<file path="src/rtl/rt_pkg.sv">
`default_nettype none
// ============================================================================
// Module      : rt_pkg
// Description : Shared ray-tracing fixed-point constants, FSM state type and
//               hit-record type for the intersection back-end.
// Revision    : 1.0 - initial release
// ============================================================================
package rt_pkg;

    localparam int TRI_ID_W = 16;

    localparam logic signed [31:0] FIP_ONE = 32'sh00010000;
    localparam logic signed [31:0] FIP_MAX = 32'sh7fffffff;
    localparam logic signed [31:0] FIP_MIN = 32'sh80000000;

    typedef enum logic [1:0] {
        IDLE  = 2'd0,
        ACCUM = 2'd1,
        DONE  = 2'd2
    } chit_state_e;

    typedef struct packed {
        logic                hit;
        logic signed [31:0]  t;
        logic [TRI_ID_W-1:0] tri_id;
    } hit_rec_t;

endpackage
`default_nettype wire

</file>
<file path="src/rtl/fip_nearer.sv">
`default_nettype none
// ============================================================================
// Module      : fip_nearer
// Description : Combinational selector keeping the nearer of an incoming
//               intersection result and the current best hit record.
// Revision    : 1.0 - initial release
// ============================================================================
module fip_nearer
    import rt_pkg::*;
(
    input  logic                       i_result,
    input  logic signed [31:0]         i_t,
    input  logic [rt_pkg::TRI_ID_W-1:0] i_tri_id,
    input  hit_rec_t                   i_best,
    output hit_rec_t                   o_rec,
    output logic                       o_take
);

    // Strict less-than: on equal distance the record already held wins.
    assign o_take = i_result && (!i_best.hit || ($signed(i_t) < $signed(i_best.t)));

    always_comb begin
        o_rec = i_best;
        if (o_take) begin
            o_rec.hit    = 1'b1;
            o_rec.t      = i_t;
            o_rec.tri_id = i_tri_id;
        end
    end

endmodule
`default_nettype wire

</file>
<file path="src/rtl/closest_hit_tracker.sv">
`default_nettype none
// ============================================================================
// Module      : closest_hit_tracker
// Description : Per-ray reduction of the intersection stream to the nearest
//               hit, presented as one record on a valid/ready output.
// Revision    : 1.0 - initial release
// ============================================================================
module closest_hit_tracker #(
    parameter int TRI_ID_W = rt_pkg::TRI_ID_W,
    parameter int RAY_ID_W = 16
) (
    input  logic                i_clk,
    input  logic                i_rst,
    input  logic                i_start,
    input  logic [TRI_ID_W-1:0] i_num_tris,
    input  logic [RAY_ID_W-1:0] i_ray_id,
    output logic                o_ready,
    input  logic                i_valid,
    input  logic [31:0]         i_t,
    input  logic                i_result,
    input  logic [TRI_ID_W-1:0] i_tri_id,
    output logic                o_valid,
    input  logic                i_out_ready,
    output logic                o_hit,
    output logic [31:0]         o_t,
    output logic [TRI_ID_W-1:0] o_tri_id,
    output logic [RAY_ID_W-1:0] o_ray_id,
    output logic                o_err
);

    // The record width follows the package; TRI_ID_W must match it.
    localparam rt_pkg::hit_rec_t c_miss_rec = '{hit: 1'b0, t: rt_pkg::FIP_MAX, tri_id: '0};

    rt_pkg::chit_state_e r_state;
    rt_pkg::chit_state_e w_state_next;
    logic [TRI_ID_W-1:0] r_remaining;
    logic [RAY_ID_W-1:0] r_ray_id;
    rt_pkg::hit_rec_t    r_best;
    rt_pkg::hit_rec_t    w_nearer;
    logic                w_take;
    logic                r_err;

    fip_nearer u_nearer (
        .i_result (i_result),
        .i_t      ($signed(i_t)),
        .i_tri_id (i_tri_id),
        .i_best   (r_best),
        .o_rec    (w_nearer),
        .o_take   (w_take)
    );

    always_ff @(posedge i_clk) begin
        if (i_rst) begin
            r_state <= rt_pkg::IDLE;
        end else begin
            r_state <= w_state_next;
        end
    end

    always_comb begin
        w_state_next = r_state;
        case (r_state)
            rt_pkg::IDLE: begin
                if (i_start) begin
                    w_state_next = (i_num_tris == '0) ? rt_pkg::DONE : rt_pkg::ACCUM;
                end
            end
            rt_pkg::ACCUM: begin
                if (i_valid && (r_remaining == TRI_ID_W'(1))) begin
                    w_state_next = rt_pkg::DONE;
                end
            end
            rt_pkg::DONE: begin
                if (i_out_ready) begin
                    w_state_next = rt_pkg::IDLE;
                end
            end
            default: w_state_next = rt_pkg::IDLE;
        endcase
    end

    always_ff @(posedge i_clk) begin
        if (i_rst) begin
            r_remaining <= '0;
            r_ray_id    <= '0;
            r_best      <= c_miss_rec;
            r_err       <= 1'b0;
        end else begin
            if ((r_state == rt_pkg::IDLE) && i_start) begin
                r_remaining <= i_num_tris;
                r_ray_id    <= i_ray_id;
                r_best      <= c_miss_rec;
            end
            if ((r_state == rt_pkg::ACCUM) && i_valid) begin
                r_remaining <= r_remaining - TRI_ID_W'(1);
                r_best      <= w_nearer;
            end
            // Results outside ACCUM have nowhere to go; flag and drop them.
            if (i_valid && (r_state != rt_pkg::ACCUM)) begin
                r_err <= 1'b1;
            end
        end
    end

    assign o_ready  = (r_state == rt_pkg::IDLE);
    assign o_valid  = (r_state == rt_pkg::DONE);
    assign o_hit    = r_best.hit;
    assign o_t      = r_best.t;
    assign o_tri_id = r_best.tri_id;
    assign o_ray_id = r_ray_id;
    assign o_err    = r_err;

endmodule
`default_nettype wire

</file>
<file path="config.mk">
export PLATFORM = sky130hd
export DESIGN_NAME = closest_hit_tracker
export DESIGN_NICKNAME = d
export VERILOG_FILES = /design/src/rtl/rt_pkg.sv /design/src/rtl/fip_nearer.sv /design/src/rtl/closest_hit_tracker.sv
export SDC_FILE = /design/constraint.sdc
export NUM_CORES = 1
export LEC_CHECK = 0
export CORE_AREA = 4 4 117 119
export CTS_CLUSTER_SIZE = 10
export DETAILED_ROUTE_END_ITERATION = 10
export DIE_AREA = 0 0 121 123
export MAX_ROUTING_LAYER = met4
export SYNTH_ARGS = -nofsm -noshare
export SYNTH_HDL_FRONTEND = slang
export SYNTH_SLANG_ARGS = --single-unit
</file>
<file path="constraint.sdc">
create_clock -name i_clk -period 6.55 [get_ports i_clk]
set_input_delay 1.6375 -clock i_clk [delete_from_list [all_inputs] [get_ports i_clk]]
set_output_delay 1.6375 -clock i_clk [all_outputs]
set_load 0.01 [all_outputs]
</file>
After elaboration in Yosys (flattened, before gate mapping)
Index checks and enable logic that the tools add are counted.
- memory bits (read-only): 0
- register bits: 84
- input port bits: 86
- RAM bits: 0
- memories kept: 0
- latch bits: 0
- $add $sub $neg: 1
- bitwise logic cells: 0
- $mul: 0
- reduce and logical (&&, ||, !) cells: 12
- equality and inequality tests: 8
- div/mod/pow operators: 0
- shifts and indexed selects: 0
- multiplexer cells: 10
- magnitude comparators: 1
- operator list (cell ; count):
    2-to-1 mux 49 bit ; 3
    < comparator 32 bit ; 1
    2-to-1 mux 16 bit ; 2
    equality test 16 x 1 -> 1 bit (second input constant) ; 1
    logical NOT 16 bit ; 1
    subtractor 16 x 1 -> 16 bit (second input constant) ; 1
    2-to-1 mux 2 bit ; 4
    inequality test 2 x 1 -> 1 bit (second input constant) ; 3
    case mux 2 bit (3 select lines) ; 1
    logical AND 1 bit ; 5
    inequality test 2 bit (second input constant) ; 2
    AND reduction 3 bit ; 1
    equality test 2 x 1 -> 1 bit (second input constant) ; 1
    equality test 2 bit (second input constant) ; 1
    logical NOT 2 bit ; 1
    AND reduction 2 bit ; 1
    nonzero test 2 bit ; 1
    logical NOT 1 bit ; 1
    logical OR 1 bit ; 1

Longest topological paths before layout
- depth in word-level cells: 5
- mapped depth: 11

Modules after synthesis
From an unflattened synthesis, not the netlist that was laid out.
- cell total of the unflattened synthesis: 968
- area total of the unflattened synthesis: 6496.2 um^2
- modules (own cells, without submodules) (module ; instances ; area an instance (um^2) ; seq. area each (um^2) ; cells an instance):
    closest_hit_tracker ; 1 ; 3329.4 ; 1681.6 ; 385
    fip_nearer ; 1 ; 3166.8 ; 0.0 ; 583

Least setup slack after synthesis
OpenSTA, ideal clock, no wires.
- path kind: input -> register
- start point: input i_t[31]
- end point: register r_best, in the netlist o_t[1]
- setup slack: 3.131 ns
- library setup time: 0.130 ns
- cell stages on the path: 9
- arrival time: 3.289 ns
- data required time: 6.420 ns
- path through: ha_1 -> nand4_2 -> nor4_2 -> nand2_1 -> o311a_1 -> nand2_2 -> buf_6 -> buf_6 -> a31oi_1
- longest elaborated chain between the ends: 5
- ends and longest elaborated chain (item ; line ; text):
    start: declaration ; closest_hit_tracker.sv:19 ; input logic [31:0] i_t,
    < comparator 32 bit ; fip_nearer.sv:20 ; assign o_take = i_result && (!i_best.hit || ($signed(i_t) < $signed(i_best.t)));
    logical OR 1 bit ; fip_nearer.sv:20 ;
    logical AND 1 bit ; fip_nearer.sv:20 ;
    inequality test 2 x 1 -> 1 bit (no line) ; n/a ;
    AND reduction 2 bit (no line) ; n/a ;
    end signal: assignment ; closest_hit_tracker.sv:86 ; r_best <= c_miss_rec;
    end signal: assignment ; closest_hit_tracker.sv:92 ; r_best <= c_miss_rec;
    end signal: assignment ; closest_hit_tracker.sv:96 ; r_best <= w_nearer;
    end: declaration ; closest_hit_tracker.sv:38 ; rt_pkg::hit_rec_t r_best;
No other way between the ends.
A chain may end at the register's enable or synchronous reset.

Final worst setup path
- start point: input i_t[31]
- end point: register r_best, in the netlist o_t[28]
Same word-level chain as after synthesis.

==> flow_metrics.tcl <==
set metrics [dict create \
    outcome "finished, final reports clean" \
    drc_errors 0 \
    rr_worst_depth 8 \
    grt_pass1_vias 4310 \
    layout-drive-gt1-share_pct 3.80 \
    critical_path_class "in -> reg" \
    postCtsSetupBuffers 0 \
    setup_viol 0 \
    first_pass_iters 5 \
    synth_ff_type "dfxtp_1" \
    synth_area_um2 4370 \
    synth_cells 546 \
    power.density_nw_per_um2 214 \
    p_leak_nw 2.86 \
    yosysWarnings 0 \
    die_area_um2 14900 \
    grt_max_degree 87 \
    tritoncts "done" \
    rows 41 \
    post-route-period-util_pct 79.2 \
    synth-async-reset-ratio_pct 0 \
    vias 4346 \
    cts-root-buf "clkbuf_16" \
    dpl.hpwl_um 9250 \
    max_freq_mhz 193 \
    whs_path_depth 2 \
    end_kind "flip-flop" \
    ant_nets 0 \
    cts_resized 0 \
    cts_inserted_buffers 9 \
    syn_area_per_cell_um2 8.00 \
    synth-seq-cells 84 \
    core_area_um2 12600 \
    route.met3.wl_um 1100 \
    port_buffers 153 \
    globalplace.congestion 0.860 \
    critical_path_required_ns 6.80 \
    clk_path_buf_depth 2 \
    r2r_slack_ns 2.72 \
    die_h_um 123 \
    area_growth_pct 43.3 \
    totalWireLength_um 13100 \
    layout_commonest_cell "clkdlybuf4s50_1" \
    postCtsHoldBufs 0 \
    grt_setup_unrepaired "false" \
    initial_core_util_pct 34.8 \
    finClkSkew_ns 0.00564 \
    synth.distinct_cells 48 \
    worstMarginPinSlew_ns 1.21 \
    clock_latency_ns 0.34 \
    n_antenna_cell 0 \
    nNetsFinal 799 \
    cp_data_arrival_time_ns 5.44 \
    relSlewSlack_pct 18.9 \
    slew_violations 0 \
    setup_tns_ns 0 \
    wl_per_cell_um 15.2 \
    postLayoutCoreUtil_pct 49.8 \
    clk_pin_slew_ns 0.06 \
    initialDrtViolationCount 270 \
    finalHoldViolCount 0 \
    htreeDepth 3 \
    vias_per_cell 5.07 \
    drv_cap 0 \
    grt_pass1_wl_um 20800 \
    vdd_ir_drop_max_uv 131 \
    grt_usage_pct 17.9 \
    wl_met1_um 5840 \
    crit_path_start_kind "primary input" \
    grt_overflow 0 \
    synth_nets 665 \
    yosysSeqAreaShare_pct 38.5 \
    synth_edf_count 0 \
    dieWidth_um 121 \
    wl_met2_um 5920 \
    period_needed_ns 5.19 \
    antenna_found_initial 0 \
    final_cell_mix "clkdlybuf4s50_1 (152), dfxtp_1 (84), nand2_1 (74)" \
    crit_path_max_fanout 49 \
    highest_layer "met4" \
    boundaryPins 154 \
    holdCritPathClass "reg -> reg" \
    cts_sinks 84 \
]
## synth_stat cells (3+ instances only)
cell | instances | area, um^2
nand2_1 | 74 | 278
and3_1 | 31 | 194
clkbuf_1 | 24 | 90.1
nor2_1 | 63 | 236
dfxtp_1 | 84 | 1680
ha_1 | 33 | 413
a31oi_1 | 30 | 188
o21a_1 | 3 | 22.5
a221oi_1 | 3 | 26.3
a21oi_1 | 48 | 240
buf_2 | 5 | 25.0
nor2b_1 | 4 | 25.0
o311ai_0 | 3 | 26.3
nand3_1 | 6 | 30.0
a2bb2oi_1 | 3 | 26.3
o21ai_0 | 12 | 60.1
nor4_1 | 7 | 43.8
mux2i_1 | 18 | 180
and2_1 | 4 | 25.0
a22oi_1 | 4 | 30.0
nand2b_1 | 17 | 106
inv_1 | 35 | 131
nand4_1 | 3 | 18.8
nor3_1 | 3 | 15.0
## registers in the layout, summed over array words and instances, names as in the netlist
name         cells
o_hit            1
r_state          2
o_tri_id        16
o_t             32
o_err            1
o_ray_id        16
r_remaining     16
## routing by layer
metal | vias up | GRT usage [%]
met4 | 0 | 6.44
li1 | 2167 | -
met5 | - | -
met2 | 164 | 27.4
met3 | 15 | 4.94
met1 | 2000 | 22.7
## cell families after synthesis
| group | count (synthesis) | synth area share (%) |
|---|---|---|
| simple gates | 221 | 24.4 |
| compound gates | 122 | 17.2 |
| flops | 84 | 38.5 |
| buf+inv | 68 | 6.41 |
| fa+ha+maj | 33 | 9.45 |
| mux | 18 | 4.12 |
## report_power, final
part	total (W)	switching (W)	leakage, nW	internal (W)
clock	0.000469	0.000204	0.135	0.000264
sequential	0.000568	0.0000248	0.685	0.000543
combinational	0.000302	0.000157	2.04	0.000144
total	0.00134	0.000387	2.86	0.000952
## worst paths after layout
check                            from                  endpoint
max reg2reg      o_t[31]$_SDFFE_PP0P_      o_t[28]$_SDFFE_PP1P_
min reg2reg  o_ray_id[9]$_SDFFE_PP0P_  o_ray_id[9]$_SDFFE_PP0P_
max                           i_t[31]      o_t[28]$_SDFFE_PP1P_
min          o_ray_id[9]$_SDFFE_PP0P_  o_ray_id[9]$_SDFFE_PP0P_
## per-stage QoR
step | hold slack, ns | worst slack (ns) | instance area (um^2) | std cells | total power [W]
3_3_place_gp | 0.442 | 1.13 | 5990 | 841 | 0.000876
5_1_grt | 0.476 | 0.926 | 6260 | 857 | 0.00141
2_1_floorplan | 0.444 | 3.13 | 4370 | 546 | 0.000739
3_5_place_dp | 0.448 | 1.02 | 5990 | 841 | 0.000880
6_report | 0.455 | 1.36 | 6260 | 857 | 0.00134
4_1_cts | 0.455 | 1.38 | 6260 | 857 | 0.00136
## critical path, stage by stage
cell and delay (ns):
clkdlybuf4s50_1 0.45, ha_1 0.37, nand4_2 0.15, nor4_2 0.34, nand2_1 0.13, o211ai_2 0.87, nand2_2 1.01, a31oi_1 0.47
## final cells by class
type,instances,area (um^2)
Sequential cell,84,1680
Clock inverter,5,27.5
Tap cell,172,215
Fill cell,1203,6310
Inverter,35,131
Multi-Input combinational cell,394,2410
Clock buffer,11,243
Timing Repair Buffer,156,1550
(Power assumes the default switching activity.)
==> patch 1 (config.mk and constraints unchanged) <==
Put one more register stage on the output `o_err`, cleared by the reset. The value now appears one clock later. The other outputs are not delayed to match.
--- a/src/rtl/closest_hit_tracker.sv
+++ b/src/rtl/closest_hit_tracker.sv
@@ -108,7 +108,13 @@
     assign o_t      = r_best.t;
     assign o_tri_id = r_best.tri_id;
     assign o_ray_id = r_ray_id;
-    assign o_err    = r_err;
+    always_ff @(posedge i_clk) begin
+        if (i_rst) begin
+            o_err <= '0;
+        end else begin
+            o_err <= r_err;
+        end
+    end
 
 endmodule
 `default_nettype wire
Formal check against the unedited RTL: not equivalent (Yosys sat finds a counterexample within 4 cycles, from zero or initial values and one cycle with i_rst high).
==> patch 1 against the unedited design <==
- final cell count is 0.47% lower
- worst setup slack better by 84 ps
- clock power grew 16%
- synthesized cell count shrank 0.37%
- power is 5.0% higher
- via count decreased by 1.5%
- synthesized area fell by 0.29%
- sequential share of layout area rose by 0.15 points
- wire length is 1.4% lower
- sequential cell count rose by 1
- maximum frequency up 1.6%
- design area grew 0.64%
- critical path type unchanged
- largest cell class unchanged
- largest power group unchanged
- highest routed layer unchanged
==> patch 1: results <==
[power_and_ir_drop]
swShare_pct = 27.19
power_sequential_mw = 0.577
ir_worst_vdd_uv = 127.3
pg_comb_mw = 0.287
power.leakage_nw = 2.846

[final_layout]
multi_input_area_share_pct = 38.10
area_delta_synth_final_pct = 44.66
multi_input_gates = 390
inverters_excl_clock = 34
ff_latch_area_um2 = 1702

[yosys]
synth-compound-area-share_pct = 15.94
synth_fa_ha_area_share_pct = 9.477
ys_types = 41
synthMuxAreaShare_pct = 4.624

[critical_path]
crit_family = "compound AO/OA/AOI/OAI gates"
arrival_ps = 5360

[route]
drtIter0Drc = 244
dr_wl_met2_um = 5590
viasPerCell = 5.016
route.met3.wl_um = 901
wl_um = 12880

[grt]
use_met3_pct = 5.352
grtUsageTotal_pct = 17.82

[placed_design]
place_hpwl_um = 9058
placed_cells = 837
placedInstanceArea_um2 = 5995
place_ws_ps = 1135

[status]
status = "completed"
-- patch 1: changes by cell type after synthesis, moves of 3 or more --
cell      change
a21oi_1      +11
a221oi_1      -3
a22oi_1       -4
clkbuf_1      +4
nand2_1       -3
nand3_1       +3
nor2_1        -7
nor3_1        +4
o211ai_1      +3
o21ai_0       -4
-- patch 1: path summary, 6_finish.rpt --
kind / cells after the start / slack, ps / to / from
setup / recovery: 9 / 1440 / o_t[3]$_SDFFE_PP1P_ / i_t[31]
setup reg to reg: 9 / 2820 / o_t[3]$_SDFFE_PP1P_ / o_t[31]$_SDFFE_PP0P_
hold reg to reg: 2 / 460 / o_ray_id[1]$_SDFFE_PP0P_ / o_ray_id[1]$_SDFFE_PP0P_
hold / removal: 2 / 460 / o_ray_id[1]$_SDFFE_PP0P_ / o_ray_id[1]$_SDFFE_PP0P_
==> patch 2 (same flow settings) <==
Without the edit above. `RAY_ID_W`: 16 -> 14.
--- a/src/rtl/closest_hit_tracker.sv
+++ b/src/rtl/closest_hit_tracker.sv
@@ -7,7 +7,7 @@
 // ============================================================================
 module closest_hit_tracker #(
     parameter int TRI_ID_W = rt_pkg::TRI_ID_W,
-    parameter int RAY_ID_W = 16
+    parameter int RAY_ID_W = 14
 ) (
     input  logic                i_clk,
     input  logic                i_rst,
Interface: changed (resized i_ray_id and o_ray_id); port bits go from 154 to 150. The function was not compared with the original's and may differ.
==> patch 2 against the unedited design <==
- design area fell by 0.42%
- largest power group is now the clock network
- power rose by 5.0%
- non-clock buffer count fell by 4
- final cell count fell by 2.3%
- highest routed layer unchanged
- synthesized area fell by 1.2%
- clock power rose by 19%
- worst setup slack improved by 570 ps
- hold slack got worse by 1.5 ps
- sequential cell count fell by 2
- wire length fell by 0.18%
==> patch 2: results <==
[route]
routed.top_layer = "met4"
dr_wl_met2_um = 6035
drtIter0Drc = 303
first_pass_iters = 6
route.met3.wl_um = 913
met1_length_um = 5868
wl_um = 13040
vias = 4315
wl_per_cell_um = 15.58

[timing]
worst_slew_pin_slew_ps = 1121
fin_skew_ps = 3.986
timing.hold.ws_ps = 453.2

[clocking]
cts-buffers-inserted = 9
cts_root_buffer = "clkbuf_16"
cts.htree.levels = 3
clock_path_buffers = 2
postCtsSetupBuffers = 0
hold_buffers = 0

[min_path]
hold_path_class = "reg -> reg"
hold_depth = 2
hold_start = "o_err$_SDFFE_PP0P_"
hold_end = "o_err$_SDFFE_PP0P_"

[critical_path]
r2r-end = "o_t[19]$_SDFFE_PP1P_"
rr_worst_depth = 8
arrival_ps = 4880
crit_fanout = 30
rrSetupSlack_ps = 3310
r2r_start = "o_t[6]$_SDFFE_PP1P_"

[power_and_ir_drop]
power.leakage_nw = 2.509
ir_worst_vdd_uv = 120.9
swShare_pct = 26.91

[grt]
gr-usage-met2_pct = 28.69
grt_pass1_wl_um = 20700
use_met3_pct = 5.078
grtUsageTotal_pct = 18.01
met1_usage_pct = 21.63
grt_max_degree = 75

[final_layout]
drive_above_1_share_pct = 4.511
fill_cells = 1216
nets = 777
diodes = 0

[yosys]
ys_warn_count = 0
synth-async-reset-ratio_pct = 0
syn_avg_cell_area_um2 = 8.114
synthesis.nets = 649
synth_common_cells = "dfxtp_1, a21oi_1, nor2_1"
ys_types = 50
seq_area_frac_synth_pct = 38.03
yosys-top-cells-area = "dfxtp_1, ha_1, mux2i_1, a21oi_1, nor3_1"

[placed_design]
placedInstanceArea_um2 = 5906
place_congestion = 0.8647
place_ws_ps = 1559
portBuffers = 149
placed_cells = 821
place_hpwl_um = 9436

[status]
status = "completed"
[patch 2: critical path, stage by stage]
cell	delay, ps
clkdlybuf4s50_1	450
ha_1	350
a21oi_1	160
a21boi_0	100
o21ai_0	260
a41oi_2	550
nor2_4	1070
mux2i_1	290
[patch 2: power by group through the flow]
| stage | logic, mW | registers [mW] | clock network [mW] |
|---|---|---|---|
| after floorplan | 0.153 | 0.570 | 0 |
| after global placement | 0.287 | 0.566 | 0 |
| after detailed placement | 0.291 | 0.567 | 0 |
| after CTS | 0.293 | 0.557 | 0.576 |
| after global routing | 0.321 | 0.561 | 0.599 |
| final | 0.291 | 0.557 | 0.558 |
[patch 2: how the worst max path moves through the flow]
stage	startpoint	endpoint	slack, ps	depth (start not counted)
2_1_floorplan	i_t[31]	o_tri_id[10]$_SDFFE_PP0P_	2960	8
3_3_place_gp	i_t[6]	o_t[18]$_SDFFE_PP1P_	1640	8
3_5_place_dp	i_t[6]	o_t[17]$_SDFFE_PP1P_	1560	8
4_1_cts	i_t[6]	o_t[17]$_SDFFE_PP1P_	1900	8
5_1_grt	i_t[6]	o_t[19]$_SDFFE_PP1P_	1670	8
6_report	i_t[6]	o_t[19]$_SDFFE_PP1P_	1930	8
[patch 2: final cells by class]
class | count | area, um^2 | area share, %
Inverter | 37 | 138.9 | 2.227
Multi-Input combinational cell | 378 | 2399 | 38.46
Clock inverter | 4 | 73.82 | 1.184
Sequential cell | 82 | 1642 | 26.32
Clock buffer | 12 | 256.5 | 4.113
Tap cell | 172 | 215.2 | 3.451
Timing Repair Buffer | 152 | 1511 | 24.24
[patch 2: logic make-up after synthesis]
logic type,count (synthesis),share of synthesized area [%]
compound gates,120,17.10
buf+inv,72,6.927
fa+ha+maj,33,9.565
mux,31,7.188
simple gates,194,21.19
flops,82,38.03
